**config.mk**
```make
export PLATFORM = sky130hd
export DESIGN_NAME = cpu_sequencer
export DESIGN_NICKNAME = d
export VERILOG_FILES = /design/src/rtl/cpu_sequencer.sv
export SDC_FILE = /design/constraint.sdc
export NUM_CORES = 1
export LEC_CHECK = 0
export ABC_AREA = 1
export BUFFER_PORTS_ARGS = -buffer_cell sky130_fd_sc_hd__buf_2
export CELL_PAD_IN_SITES_DETAIL_PLACEMENT = 1
export CELL_PAD_IN_SITES_GLOBAL_PLACEMENT = 1
export CORE_UTILIZATION = 39
export DETAILED_ROUTE_END_ITERATION = 10
export PLACE_DENSITY_LB_ADDON = 0.1
export SLEW_MARGIN = 0
export SYNTH_ARGS = -nofsm -noshare
export SYNTH_HDL_FRONTEND = slang
export SYNTH_SLANG_ARGS = --single-unit
```
**constraint.sdc**
```tcl
create_clock -name clk -period 5.2 [get_ports clk]
set_clock_uncertainty 0.1 [all_clocks]
set_input_delay 1.56 -clock clk [delete_from_list [all_inputs] [get_ports clk]]
set_output_delay 1.56 -clock clk [all_outputs]
set_load 0.005 [all_outputs]
```
**src/rtl/cpu_sequencer.sv**
```systemverilog
// cpu_sequencer: fetch/decode/execute controller for the 8-bit core.
// Fetches instruction bytes over a req/ack port, drives the register file
// ports and runs a single-cycle ALU on read1/read2.
// Optional feature macro: CPU_SEQ_MUL_EN (opcode E = MUL). When it is undefined,
// opcode E behaves as a NOP.
module cpu_sequencer #(
  parameter int          DATA_WIDTH        = 8,
  parameter int          REGISTER_ID_WIDTH = 2,
  parameter int          ADDR_WIDTH        = 8,
  parameter int unsigned RESET_PC          = 0
) (
  input  logic                         clk,
  input  logic                         rst,
  output logic [ADDR_WIDTH-1:0]        mem_addr,
  output logic                         mem_rd_req,
  input  logic                         mem_rd_ack,
  input  logic [DATA_WIDTH-1:0]        mem_rd_data,
  output logic [REGISTER_ID_WIDTH-1:0] rf_reg1,
  output logic [REGISTER_ID_WIDTH-1:0] rf_reg2,
  input  logic [DATA_WIDTH-1:0]        rf_read1,
  input  logic [DATA_WIDTH-1:0]        rf_read2,
  output logic [REGISTER_ID_WIDTH-1:0] rf_w_reg,
  output logic [DATA_WIDTH-1:0]        rf_w_data,
  output logic                         rf_w_en,
  output logic [ADDR_WIDTH-1:0]        pc,
  output logic                         flag_z,
  output logic                         flag_c,
  output logic                         halted
);

  typedef enum logic [2:0] {
    S_START, S_FETCH, S_DECODE, S_FETCH_IMM, S_EXEC, S_HALTED
  } state_t;

  typedef enum logic [3:0] {
    OP_NOP, OP_ADD, OP_SUB, OP_AND, OP_OR, OP_XOR, OP_MOV, OP_LDI,
    OP_JMP, OP_JZ, OP_JC, OP_INC, OP_SHL, OP_SHR, OP_RSV, OP_HALT
  } opcode_t;

`ifdef CPU_SEQ_MUL_EN
  localparam bit MUL_EN = 1'b1;
`else
  localparam bit MUL_EN = 1'b0;
`endif

  localparam logic [ADDR_WIDTH-1:0] PC_RESET = ADDR_WIDTH'(RESET_PC);

  state_t                  state, state_next;
  logic [DATA_WIDTH-1:0]   ir, imm;
  opcode_t                 opcode;
  logic [DATA_WIDTH-1:0]   alu_res;
  logic [DATA_WIDTH:0]     sum;
  logic                    alu_c, alu_z, alu_wr, alu_fw, jump_taken;
`ifdef CPU_SEQ_MUL_EN
  logic [2*DATA_WIDTH-1:0] prod;
`endif

  assign opcode = opcode_t'(ir[DATA_WIDTH-1:DATA_WIDTH-4]);

  // Register-side outputs: field extracts of ir, strobes decoded from state only.
  assign mem_addr   = pc;
  assign mem_rd_req = (state == S_FETCH) || (state == S_FETCH_IMM);
  assign halted     = (state == S_HALTED);
  assign rf_w_en    = (state == S_EXEC) && alu_wr;
  assign rf_w_data  = alu_res;
  assign rf_reg1    = ir[2*REGISTER_ID_WIDTH-1:REGISTER_ID_WIDTH];
  assign rf_reg2    = ir[REGISTER_ID_WIDTH-1:0];
  assign rf_w_reg   = ir[2*REGISTER_ID_WIDTH-1:REGISTER_ID_WIDTH];
  assign alu_z      = (alu_res == '0);

  // State register, program counter, instruction/immediate bytes and flags.
  // NOTE: every register here uses <= so all updates see pre-edge values,
  // regardless of statement order.
  always_ff @(posedge clk or posedge rst) begin
    if (rst) begin
      state  <= S_START;
      pc     <= PC_RESET;
      ir     <= '0;
      imm    <= '0;
      flag_z <= 1'b0;
      flag_c <= 1'b0;
    end else begin
      state <= state_next;
      if (state == S_FETCH && mem_rd_ack) begin
        ir <= mem_rd_data;
        pc <= pc + ADDR_WIDTH'(1);
      end
      if (state == S_FETCH_IMM && mem_rd_ack) begin
        imm <= mem_rd_data;
        pc  <= pc + ADDR_WIDTH'(1);
      end
      if (state == S_EXEC) begin
        if (alu_fw) begin
          flag_z <= alu_z;
          flag_c <= alu_c;
        end
        if (jump_taken) pc <= ADDR_WIDTH'(imm);
      end
    end
  end

  // Next-state logic.
  // NOTE: state_next gets a default before the case so no path leaves it
  // unassigned, which would otherwise infer a latch.
  always_comb begin
    state_next = state;
    case (state)
      S_START:     state_next = S_FETCH;
      S_FETCH:     if (mem_rd_ack) state_next = S_DECODE;
      S_DECODE: begin
        case (opcode)
          OP_NOP:                         state_next = S_FETCH;
          OP_RSV:                         state_next = MUL_EN ? S_EXEC : S_FETCH;
          OP_HALT:                        state_next = S_HALTED;
          OP_LDI, OP_JMP, OP_JZ, OP_JC:   state_next = S_FETCH_IMM;
          default:                        state_next = S_EXEC;
        endcase
      end
      S_FETCH_IMM: if (mem_rd_ack) state_next = S_EXEC;
      S_EXEC:      state_next = S_FETCH;
      S_HALTED:    state_next = S_HALTED;
      default:     state_next = S_START;
    endcase
  end

  // ALU result, carry, register-write/flag-write decode and branch decision.
  always_comb begin
    alu_res    = rf_read1;
    alu_c      = flag_c;
    alu_wr     = 1'b0;
    alu_fw     = 1'b0;
    jump_taken = 1'b0;
    sum        = '0;
`ifdef CPU_SEQ_MUL_EN
    prod       = '0;
`endif
    case (opcode)
      OP_ADD: begin
        sum     = {1'b0, rf_read1} + {1'b0, rf_read2};
        alu_res = sum[DATA_WIDTH-1:0];
        alu_c   = sum[DATA_WIDTH];
        alu_wr  = 1'b1;
        alu_fw  = 1'b1;
      end
      OP_SUB: begin
        alu_res = rf_read1 - rf_read2;
        alu_c   = (rf_read1 < rf_read2);
        alu_wr  = 1'b1;
        alu_fw  = 1'b1;
      end
      OP_AND: begin
        alu_res = rf_read1 & rf_read2;
        alu_c   = 1'b0;
        alu_wr  = 1'b1;
        alu_fw  = 1'b1;
      end
      OP_OR: begin
        alu_res = rf_read1 | rf_read2;
        alu_c   = 1'b0;
        alu_wr  = 1'b1;
        alu_fw  = 1'b1;
      end
      OP_XOR: begin
        alu_res = rf_read1 ^ rf_read2;
        alu_c   = 1'b0;
        alu_wr  = 1'b1;
        alu_fw  = 1'b1;
      end
      OP_MOV: begin
        alu_res = rf_read2;
        alu_wr  = 1'b1;
      end
      OP_LDI: begin
        alu_res = imm;
        alu_wr  = 1'b1;
      end
      OP_JMP: jump_taken = 1'b1;
      OP_JZ:  jump_taken = flag_z;
      OP_JC:  jump_taken = flag_c;
      OP_INC: begin
        alu_res = rf_read1 + DATA_WIDTH'(1);
        alu_c   = (rf_read1 == '1);
        alu_wr  = 1'b1;
        alu_fw  = 1'b1;
      end
      OP_SHL: begin
        alu_res = {rf_read1[DATA_WIDTH-2:0], 1'b0};
        alu_c   = rf_read1[DATA_WIDTH-1];
        alu_wr  = 1'b1;
        alu_fw  = 1'b1;
      end
      OP_SHR: begin
        alu_res = {1'b0, rf_read1[DATA_WIDTH-1:1]};
        alu_c   = rf_read1[0];
        alu_wr  = 1'b1;
        alu_fw  = 1'b1;
      end
`ifdef CPU_SEQ_MUL_EN
      OP_RSV: begin
        prod    = {{DATA_WIDTH{1'b0}}, rf_read1} * {{DATA_WIDTH{1'b0}}, rf_read2};
        alu_res = prod[DATA_WIDTH-1:0];
        alu_c   = |prod[2*DATA_WIDTH-1:DATA_WIDTH];
        alu_wr  = 1'b1;
        alu_fw  = 1'b1;
      end
`endif
      default: ;
    endcase
  end

endmodule

```
==> metrics.txt <==
status=finished, final reports clean; WL/cell=around 17 microns; Mean Syn Cell Area=about 6.1 sq um; RSZ-0062 raised after global routing=no; Tightest Pin Transition=1.09 ns; syn nets=~600; Clock Pin Slew Worst Setup and Hold Paths=0.06 ns; FF-to-FF setup slack=around 2.8 ns; pwr/cell area=between 400 and 500 nW/um^2; Yosys reg bits=29; hold depth=2; Worst Path Arrival=around 3.4 ns; Core Footprint=8260 sq um; largest net degree at the start of global routing=30; EDFF count, synth=0; non-filler cells, final=696; Distinct cells, synth=33; worst-path maximum fanout=7; Worst R2R End=flag_z$_DFFE_PP0P_; max-cap violations=0; setup TNS=0 ns; sequential share of the synthesized area=~22%; first-pass GRT wire length=around 19 mm; max_slew headroom=roughly 28%; initial antenna violation count=0; Primary FF master, synth=dfrtp_1; final WL=roughly 12 mm; Filler Cell Count=1171; FMAX=around 0.2 GHz; RR Startpoint=ir[5]$_DFFE_PP0P_; kind of critical path=in2out; DRC Markers=0; Final Cycle Share=around 96%; DIE AREA=about 9000 sq um; CP startpoint kind=input pin; diode count=0; number of global-route vias before repair=roughly 3800; Worst Hold Endpoint=ir[0]$_DFFE_PP0P_; ys async rst share=between 90% and 100%; critical hold path startpoint=ir[0]$_DFFE_PP0P_; DR iter-0 viols=between 100 and 150; number of top-level pins=62; Hold Buf Count CTS=0; Period minus WS final=5.01 ns; worst-case reg-to-reg path depth=12; drt first pass iters=4; Avg Vias per Cell=between 5 and 6; Worst VDD drop=0.000296 V; Cells after Synth=545; dominant cell type by area after synthesis=dfrtp_1; endpoints failing setup=0; row count=33; most common cell in the synthesized netlist=nand2_1; CTS sink count=29; routability cong.=0.904; Worst Hold Class=reg2reg; Max Slew Vio Count=0; DP HPWL=about 9.4 mm; later-pin clock latency in the skew report=around 0.28 ns; CTS tree=yes; Die Y=approximately 94 microns; top cells by area, synth=dfrtp_1 22%, nand2_1 19%, ha_1 10%; most frequent cells after synthesis=166 x nand2_1, 70 x inv_1, 63 x nor2_1; Starting Density=40.4%; Worst setup EP type=output pin; Hold Fails Final Rpt=0; total track usage=between 20% and 30%; Syn. warnings=0; synthesis-to-layout area growth=11.2%; Cells after DPL=687; post-layout total power=1.73 mW; vias=~3700; Post-DRT Antenna Nets=0; Final nets=between 600 and 700; die width=about 94 microns; I/O Buffers=just over 60; TritonCTS buffer count=5; share of cells above drive strength 1=16.6%; synthesized cell area=around 3300 sq um; GRT overflow=0; clock root cell=clkbuf_8; H-Tree Depth=2; Yosys top cell area share=between 20% and 30%; WP data required=3.54 ns; Longest Clk Path Bufs=2; LEAKAGE=just over 2 nW
==> cell type report <==
cell class | count | area [sq um] | area share, %
multi-input combinational | 416 | 2170 | 58.4
sequential | 29 | 726 | 19.6
timing repair buffer | 63 | 320 | 8.64
inverter | 75 | 282 | 7.59
tap | 105 | 131 | 3.54
clock buffer | 6 | 72.6 | 1.96
clock inverter | 2 | 10.0 | 0.270
==> cells in the final DEF (no fill, tap or decap), types with 5 or more instances in the layout <==
cell,count
nand2_1,166
inv_1,70
nor2_1,63
buf_2,61
nand3_1,58
dfrtp_1,29
o21ai_0,27
ha_1,26
a21oi_1,17
nand4_1,12
nor2_2,7
nand2_2,5
inv_2,5
clkbuf_8,5
==> metrics by stage <==
stage               utilization (%)  setup slack (ns)  hold WS, ns  cell area (sq um)
global placement               43.7             0.233        0.367               3610
global route                   44.9            0.0431        0.437               3710
CTS                            44.7             0.155        0.409               3690
floorplan                         -             0.544        0.353               3330
finish                         44.9             0.194        0.397               3710
detailed placement             43.7             0.160        0.392               3610
==> worst max-delay path: stages <==
cell     delay (ns)
buf_2          0.15
inv_1          0.12
ha_1           0.18
inv_1          0.06
fa_1           0.43
nand2_1        0.12
nand2_1        0.07
nand2_1        0.07
nand2_1        0.05
nand3_1        0.08
nand2_1        0.07
nor3_2         0.20
inv_1          0.06
buf_2          0.12
==> layer usage <==
metal  part of all wire, %  up-vias  global-route usage, %
li1                      -     1800                      -
met2                    53       79                   51.9
met1                    42     1761                   32.1
met5                     0        -                      0
met3                   3.5       21                   2.90
met4                   2.0        0                   8.96
==> what timing repair did <==
action / 4_1_cts / 5_1_grt
setup endpoints to repair: 0 / 1
gates resized for setup: 0 / 2
setup buffers: 0 / 1
endpoints found under the hold margin: 0 / 0
==> worst max path at each step <==
stage | start | end | slack (ns) | cells past startpoint
CTS | rf_read1[0] | rf_w_data[6] | 0.15 | 15
finish | rf_read1[0] | rf_w_data[4] | 0.19 | 14
floorplan | rf_read1[2] | rf_w_data[3] | 0.54 | 11
global route | rf_read1[0] | rf_w_data[6] | 0.04 | 15
detailed placement | rf_read1[0] | rf_w_data[6] | 0.16 | 15
global placement | rf_read1[0] | rf_w_data[6] | 0.23 | 15
==> cells by family after synthesis <==
logic type,after synthesis,share of synthesized area [%]
flip-flops,29,21.8
AND/OR/NAND/NOR,329,43.5
buffers and inverters,100,13.4
multiplexers,1,0.300
AO/OA/AOI/OAI,50,7.88
XOR/XNOR,7,1.84
adder cells (fa/ha/maj),29,11.3
==> report_power, final <==
part           internal (mW)  switching, mW  total (mW)
clock                 0.0925         0.0866       0.179
sequential             0.332          0.131       0.463
combinational          0.381          0.707        1.09
total                  0.806          0.925        1.73
==> sequential cells by signal (all words and copies together), names as in the netlist <==
register	count
imm	8
ir	8
mem_addr	8
state	3
flag_c	1
flag_z	1
(Power assumes the default switching activity.)
